File: src/rtl/frame_phase_scheduler.sv
// Frame tick divider plus an NPH-phase start/done sequencer with dropped-frame tracking.
// Define FRAME_WDT_EN to build the per-phase watchdog; otherwise wdt_fault is tied low.
module frame_phase_scheduler #(
  parameter int unsigned TICK_DIV   = 1666667,
  parameter int unsigned NPH        = 3,
  parameter int unsigned WDT_CYCLES = 65535
) (
  input  logic           clk,
  input  logic           rst_n,
  input  logic           en,
  input  logic           clr_status,
  input  logic [NPH-1:0] phase_done,
  output logic [NPH-1:0] phase_start,
  output logic           frame_tick,
  output logic           busy,
  output logic [2:0]     cur_phase,
  output logic [15:0]    frame_cnt,
  output logic           overrun,
  output logic [7:0]     overrun_cnt,
  output logic           wdt_fault
);

  localparam int unsigned DW = $clog2(TICK_DIV);

  typedef enum logic {
    S_IDLE,
    S_RUN
  } state_t;

  state_t         r_state;
  logic [DW-1:0]  r_div_cnt;
  logic [NPH-1:0] r_phase_start;
  logic           r_busy;
  logic [2:0]     r_cur_phase;
  logic [15:0]    r_frame_cnt;
  logic           r_overrun;
  logic [7:0]     r_overrun_cnt;

  logic           w_tick;
  logic           w_done;
  logic           w_last;
  logic           w_ovr;
  logic           w_wdt_to;
  logic [NPH-1:0] w_next_start;

  assign w_tick = en && (r_div_cnt == DW'(TICK_DIV - 1));

  always_ff @(posedge clk or negedge rst_n) begin
    if (!rst_n) begin
      r_div_cnt <= '0;
    end else if (!en || w_tick) begin
      r_div_cnt <= '0;
    end else begin
      r_div_cnt <= r_div_cnt + DW'(1);
    end
  end

  // Only the done bit of the currently active phase is honoured.
  always_comb begin
    w_done = 1'b0;
    for (int unsigned i = 0; i < NPH; i++) begin
      if (r_cur_phase == 3'(i) && phase_done[i]) begin
        w_done = 1'b1;
      end
    end
    if (r_state != S_RUN) begin
      w_done = 1'b0;
    end
  end

  assign w_last       = (r_cur_phase == 3'(NPH - 1));
  assign w_next_start = NPH'(1) << (r_cur_phase + 3'd1);
  // A tick landing on the final done is absorbed by a back-to-back restart.
  assign w_ovr        = w_tick && (r_state == S_RUN) && !(w_done && w_last);

`ifdef FRAME_WDT_EN
  localparam int unsigned WW = $clog2(WDT_CYCLES + 1);

  logic [WW-1:0] r_wdt_cnt;
  logic          r_wdt_fault;

  assign w_wdt_to = (r_state == S_RUN) && !w_done && (r_wdt_cnt == WW'(WDT_CYCLES - 1));

  always_ff @(posedge clk or negedge rst_n) begin
    if (!rst_n) begin
      r_wdt_cnt   <= '0;
      r_wdt_fault <= 1'b0;
    end else begin
      if (r_state == S_RUN && !w_done && !w_wdt_to) begin
        r_wdt_cnt <= r_wdt_cnt + WW'(1);
      end else begin
        r_wdt_cnt <= '0;
      end
      if (w_wdt_to) begin
        r_wdt_fault <= 1'b1;
      end else if (clr_status) begin
        r_wdt_fault <= 1'b0;
      end
    end
  end

  assign wdt_fault = r_wdt_fault;
`else
  // Watchdog not built: the timeout term is a constant zero.
  assign w_wdt_to  = 1'b0 & (WDT_CYCLES == 0);
  assign wdt_fault = 1'b0;
`endif

  always_ff @(posedge clk or negedge rst_n) begin
    if (!rst_n) begin
      r_state       <= S_IDLE;
      r_phase_start <= '0;
      r_busy        <= 1'b0;
      r_cur_phase   <= '0;
      r_frame_cnt   <= '0;
      r_overrun     <= 1'b0;
      r_overrun_cnt <= '0;
    end else begin
      r_phase_start <= '0;
      case (r_state)
        S_IDLE: begin
          if (w_tick) begin
            r_state       <= S_RUN;
            r_busy        <= 1'b1;
            r_cur_phase   <= '0;
            r_phase_start <= NPH'(1);
          end
        end
        S_RUN: begin
          if (w_done) begin
            if (!w_last) begin
              r_cur_phase   <= r_cur_phase + 3'd1;
              r_phase_start <= w_next_start;
            end else begin
              r_frame_cnt <= r_frame_cnt + 16'd1;
              r_cur_phase <= '0;
              if (w_tick) begin
                r_phase_start <= NPH'(1);
              end else begin
                r_state <= S_IDLE;
                r_busy  <= 1'b0;
              end
            end
          end else if (w_wdt_to) begin
            r_state     <= S_IDLE;
            r_busy      <= 1'b0;
            r_cur_phase <= '0;
          end
        end
        default: r_state <= S_IDLE;
      endcase

      if (w_ovr) begin
        r_overrun <= 1'b1;
        if (clr_status) begin
          r_overrun_cnt <= 8'd1;
        end else if (r_overrun_cnt != 8'hFF) begin
          r_overrun_cnt <= r_overrun_cnt + 8'd1;
        end
      end else if (clr_status) begin
        r_overrun     <= 1'b0;
        r_overrun_cnt <= '0;
      end
    end
  end

  assign frame_tick  = w_tick;
  assign phase_start = r_phase_start;
  assign busy        = r_busy;
  assign cur_phase   = r_cur_phase;
  assign frame_cnt   = r_frame_cnt;
  assign overrun     = r_overrun;
  assign overrun_cnt = r_overrun_cnt;

endmodule

File: config.mk
export PLATFORM = sky130hd
export DESIGN_NAME = frame_phase_scheduler
export DESIGN_NICKNAME = d
export VERILOG_FILES = /design/src/rtl/frame_phase_scheduler.sv
export SDC_FILE = /design/constraint.sdc
export NUM_CORES = 1
export LEC_CHECK = 0
export CAP_MARGIN = 20
export CORE_ASPECT_RATIO = 1.2
export CORE_MARGIN = 2
export CORE_UTILIZATION = 45
export CTS_CLUSTER_SIZE = 25
export DETAILED_ROUTE_END_ITERATION = 16
export GPL_ROUTABILITY_DRIVEN = 0
export GPL_TIMING_DRIVEN = 0
export PLACE_DENSITY = 0.69
export SLEW_MARGIN = 40
export SYNTH_ARGS = -nofsm -noshare
export SYNTH_HDL_FRONTEND = slang
export SYNTH_SLANG_ARGS = --single-unit
File: constraint.sdc
create_clock -name clk -period 2.9 [get_ports clk]
set_input_delay 0.435 -clock clk [delete_from_list [all_inputs] [get_ports clk]]
set_output_delay 0.435 -clock clk [all_outputs]
set_load 0.05 [all_outputs]
; Word-level counts from Yosys, hierarchy flattened
; Index checks and enable logic that the tools add are counted.
[word_totals]
ff_bits = 54
[op_classes]
n_reduce_logical = 17
n_eq_ne = 8
n_addsub = 4
muxes = 28
n_bitwise = 1
n_shift = 1
[ops]
columns = operator, n
row1 = $mux W8, 4
row2 = $add A21 B1 Y21 const B, 1
row3 = $eq A21 B21 Y1 const B, 1
row4 = $mux W21, 1
row5 = $add A16 B1 Y16 const B, 1
row6 = $mux W3, 5
row7 = $mux W1, 14
row8 = $pmux W3 S2, 2
row9 = $add A8 B1 Y8 const B, 1
row10 = $ne A8 B8 Y1 const B, 1
row11 = $logic_and A1 B1 Y1, 7
row12 = $ne A2 B1 Y1 const B, 2
row13 = $ne A2 B2 Y1 const B, 2
row14 = $pmux W1 S2, 2
row15 = $reduce_and A2 Y1, 2
row16 = $reduce_and A4 Y1, 1
row17 = $reduce_bool A2 Y1, 2
row18 = $add A3 B1 Y3 const B, 1
row19 = $eq A3 B1 Y1 const B, 1
row20 = $eq A3 B2 Y1 const B, 1
row21 = $logic_not A3 Y1, 1
row22 = $reduce_and A3 Y1, 1
row23 = $shl A1 B3 Y3 const A, 1
row24 = $logic_not A1 Y1, 2
row25 = 2 further kinds, 2

; Longest topological paths before layout
[depth]
word_depth = 11
ltp_mapped = 11

; Worst setup path before layout
; No wires, ideal clock.
[synth_path]
path_kind = reg2reg
from = register r_div_cnt[0]
to = register r_overrun_cnt[5], in the netlist overrun_cnt[5]
path_buffers = 0
path_stages_with_launch = 11
arrival_time_ps = 2746
setup_ps = 125
slack_ps = 29
cell_sequence = dfrtp_1 > inv_1 > ha_1 > nor4bb_1 > nand4_1 > or4_4 > inv_1 > ha_1 > o21ai_1 > nor4_1 > mux2_2
[synth_between]
elab_chain_cells = 6
word_cells_on_any_way = 7
classes_between = eq/ne (1) / mux (1) / reduce/logical (5)
[synth_lines]
columns = item, line
row1 = "start, declared", 31  ; logic [DW-1:0] r_div_cnt;
row2 = "start signal, assigned", 54  ; r_div_cnt <= r_div_cnt + DW'(1);
row3 = $eq A21 B21 Y1 *, 46  ; assign w_tick = en && (r_div_cnt == DW'(TICK_DIV - 1));
row4 = $logic_and A1 B1 Y1 *, 46
row5 = via frame_tick, 14  ; output logic frame_tick,
row6 = $logic_and A1 B1 Y1 * (2 in series), 74  ; assign w_ovr = w_tick && (r_state == S_RUN) && !(w_done && w_last);
row7 = $reduce_bool A2 Y1 (no line), -
row8 = $reduce_and A2 Y1 (no line), -
row9 = "end signal, assigned", 158  ; r_overrun_cnt <= r_overrun_cnt + 8'd1;
row10 = "end, declared", 37  ; logic [7:0] r_overrun_cnt;
; Mark *: on every way through the listed nets, which the timed path passes. The rest lies on a longest branch.
; A chain may end at the register's enable or synchronous reset.

; Worst setup path after layout
[layout_path]
from = register r_div_cnt[0]
to = output port frame_tick
[layout_between]
elab_chain_cells = 2
[layout_lines]
columns = item, line
row1 = $eq A21 B21 Y1, 46
row2 = $logic_and A1 B1 Y1, 46
row3 = "end, declared", 14
; Every way passes these cells.

==> reports/metrics.cfg <==
[floorplanning]
die_w_um=73.96
io_pins=41
die-area_um2=6504
start_util_pct=46.62
die_h_um=87.95
fp-row-count=30
coreArea_um2=5668

[power_and_ir_drop]
ir_drop_mv=0.2385
power.switching_mw=0.4871
cellLeakagePower_nw=1.398
clkPwrFrac_pct=30.4
cellPowerDensity_nw_per_um2=501.1
seq_power_share_pct=50.0
power_frac_comb_pct=19.6
internal_power_mw=1.164
swShare_pct=29.51
fin_total_pwr_mw=1.651

[global_route]
antenna_found_initial=0
grt_max_degree=31
grt_pass1_vias=1920
grt_overflow=0
track_usage_pct=16.93
grt_pass1_wl_um=8597

[finish]
area_growth_pct=24.67
multiInputGateArea_um2=1231
regArea_um2=1351
num_antenna_cells=0
fin_area_um2=3294
fin_cells=386
fin_nets=318
fin_util_pct=58.12
n_fill_cell=496
drive_gt1_share_pct=10.13

[job]
cap_violations=0

[clock_tree]
clock_latency_ns=0.30
cts.sinks=54
cts_tree=yes
hold_buffers=0
cts_buffer_depth=2
cts_root_buf=clkbuf_8
path_clk_slew_ns=0.10
htree_levels=2
numCtsBuffers=5

[logic_synthesis]
synth_warnings=0
synth.net_count=271
ys_types=43
ys_seq_area_share_pct=51.14
syn_inst=258
synth_area_per_cell_um2=10.24
ys_async_sr_fraction_pct=100.0
synth_ff_type=dfrtp_1
ys_seq_elements=54
synth_edf_count=0
netlist_area_um2=2643

[setup_path]
cp.arrival_ns=2.33
path_cells=inv_1 > ha_1 > nor4bb_2 > nand4_1 > or4_4 > inv_1 > clkdlybuf4s15_2
cp_max_fo=5
critPathMaxStageDelay_ns=0.57
cpMostUsedCell=inv_1
path_class=reg -> out
cp-end-kind=output pin
crit_slowest_cell=or4_4
critPathRequiredTime_ns=2.47
start_kind=flip-flop

[timing]
finalWorstSetupSlack_ns=0.1305
tns_ns=0
fin_crit_ns=2.769
hold_ws_ns=0.04492
finalMaxSlewViolations=0
relSlewSlack_pct=66.10
max_freq_ghz=0.3611
finClkSkew_ns=0.008957
fin_crit_sh_pct=95.50
worst_pin_slew_ns=0.5046
hold_viol_final=0
finalSetupViolations=0

[route]
drc=0
finalWirelength_um=5093
viasPerCell=5.412
vias=2089
drtAntennaViolNets=0
drtPass1Iterations=4
drt_iter0_markers=90
avgRoutedWirePerCell_um=13.19

[min_path]
hold_path_class=in -> async

[place]
place_ws_ns=-0.02954
portBuffers=38
place_area_um2=3141
place_inst=377
dp_hpwl_um=3708

[run_status]
outcome=completed

-- area by class of cell --
| type | count | share of cell area (%) |
|---|---|---|
| clock inverters | 3 | 1.329 |
| flip-flops and latches | 54 | 41.02 |
| inverters | 10 | 1.139 |
| well taps | 80 | 3.038 |
| multi-input cells | 183 | 37.37 |
| clock buffers | 5 | 2.089 |
| repair buffers | 40 | 12.34 |
| plain buffers | 11 | 1.671 |
-- worst paths after layout --
kind,start,to,slack [ns],cells after the start
setup / recovery,r_div_cnt[0],frame_tick,0.13,7
hold / removal,rst_n,overrun_cnt[7],0.04,1
setup reg to reg,r_div_cnt[0],overrun_cnt[7],0.20,11
hold reg to reg,frame_cnt[15],frame_cnt[15],0.49,1
max in group asynchronous,rst_n,overrun_cnt[6],2.38,2
min in group clk,frame_cnt[15],frame_cnt[15],0.49,1
-- per-layer routing --
layer | up-vias | share of wire [%] | track usage [%]
met5 | - | 0 | 0
met3 | 2 | 3.1 | 3.567
met2 | 40 | 51 | 28.65
met1 | 1022 | 45 | 21.52
met4 | 0 | 0.65 | 5.455
li1 | 1025 | - | -
-- Yosys cell counts (3+ instances only) --
cell | count | area share (%)
buf_2 | 6 | 1.1
inv_1 | 10 | 1.4
nor3_1 | 3 | 0.57
or3_1 | 8 | 1.9
nand2_1 | 12 | 1.7
xnor2_1 | 12 | 4.0
nand3_1 | 19 | 3.6
clkbuf_1 | 3 | 0.43
nor2_1 | 18 | 2.6
or4_1 | 4 | 1.1
dfrtp_1 | 54 | 51
a21oi_1 | 14 | 2.7
o31ai_1 | 4 | 1.1
ha_1 | 6 | 2.8
and3_1 | 8 | 1.9
o21ai_0 | 12 | 2.3
xor2_1 | 15 | 5.0
and4_1 | 6 | 2.0
nand4_1 | 14 | 3.3
-- sequential cells by signal, summed over array words and instances (netlist names) --
name	count
cur_phase	3
busy	1
r_state	1
overrun	1
r_div_cnt	21
frame_cnt	16
phase_start	3
overrun_cnt	8
-- power groups by stage --
stage / Clock, mW / Sequential (mW) / Combinational (mW)
floorplan: 0 / 0.936 / 0.115
finish: 0.502 / 0.826 / 0.323
CTS: 0.523 / 0.827 / 0.325
detailed placement: 0 / 0.842 / 0.324
global route: 0.548 / 0.832 / 0.355
global placement: 0 / 0.841 / 0.320
-- worst max-delay path: cells and delay by family, from the launching register on --
family                     cells  cell delay, ns
adders and majority gates      1            0.14
and+or+nand+nor                3            0.91
buffers and inverters          3            0.55
DFF                            1            0.42
-- cell families after synthesis --
kind of cell | after synthesis | synth area share (%)
mux | 2 | 0.8522
simple gates | 107 | 23.53
buf+inv | 21 | 3.409
fa+ha+maj | 6 | 2.841
flops | 54 | 51.14
xor+xnor | 27 | 8.949
compound gates | 40 | 9.139
other cells | 1 | 0.1419
-- cell usage in the layout (no fill, tap or decap), drive strengths merged, types with 3 or more instances in the layout --
cell type and n:
and3 8, and4 6, xnor2 12, nand4 14, or3 8, buf 10
nand2 12, inv 11, ha 6, dfrtp 54, nand3 19, a21oi 14
o31ai 4, or4 5, o21ai 13, clkdlybuf4s50 36, xor2 15, clkbuf 9
nor2 18, nor3 3
-- timing repair --
item	4_1_cts	5_1_grt
gates resized for setup	3	6
gates cloned	0	0
setup buffers	0	1
pin swaps	0	1
setup endpoints to repair	1	9
Note: power is estimated with default switching activity, not from simulation.
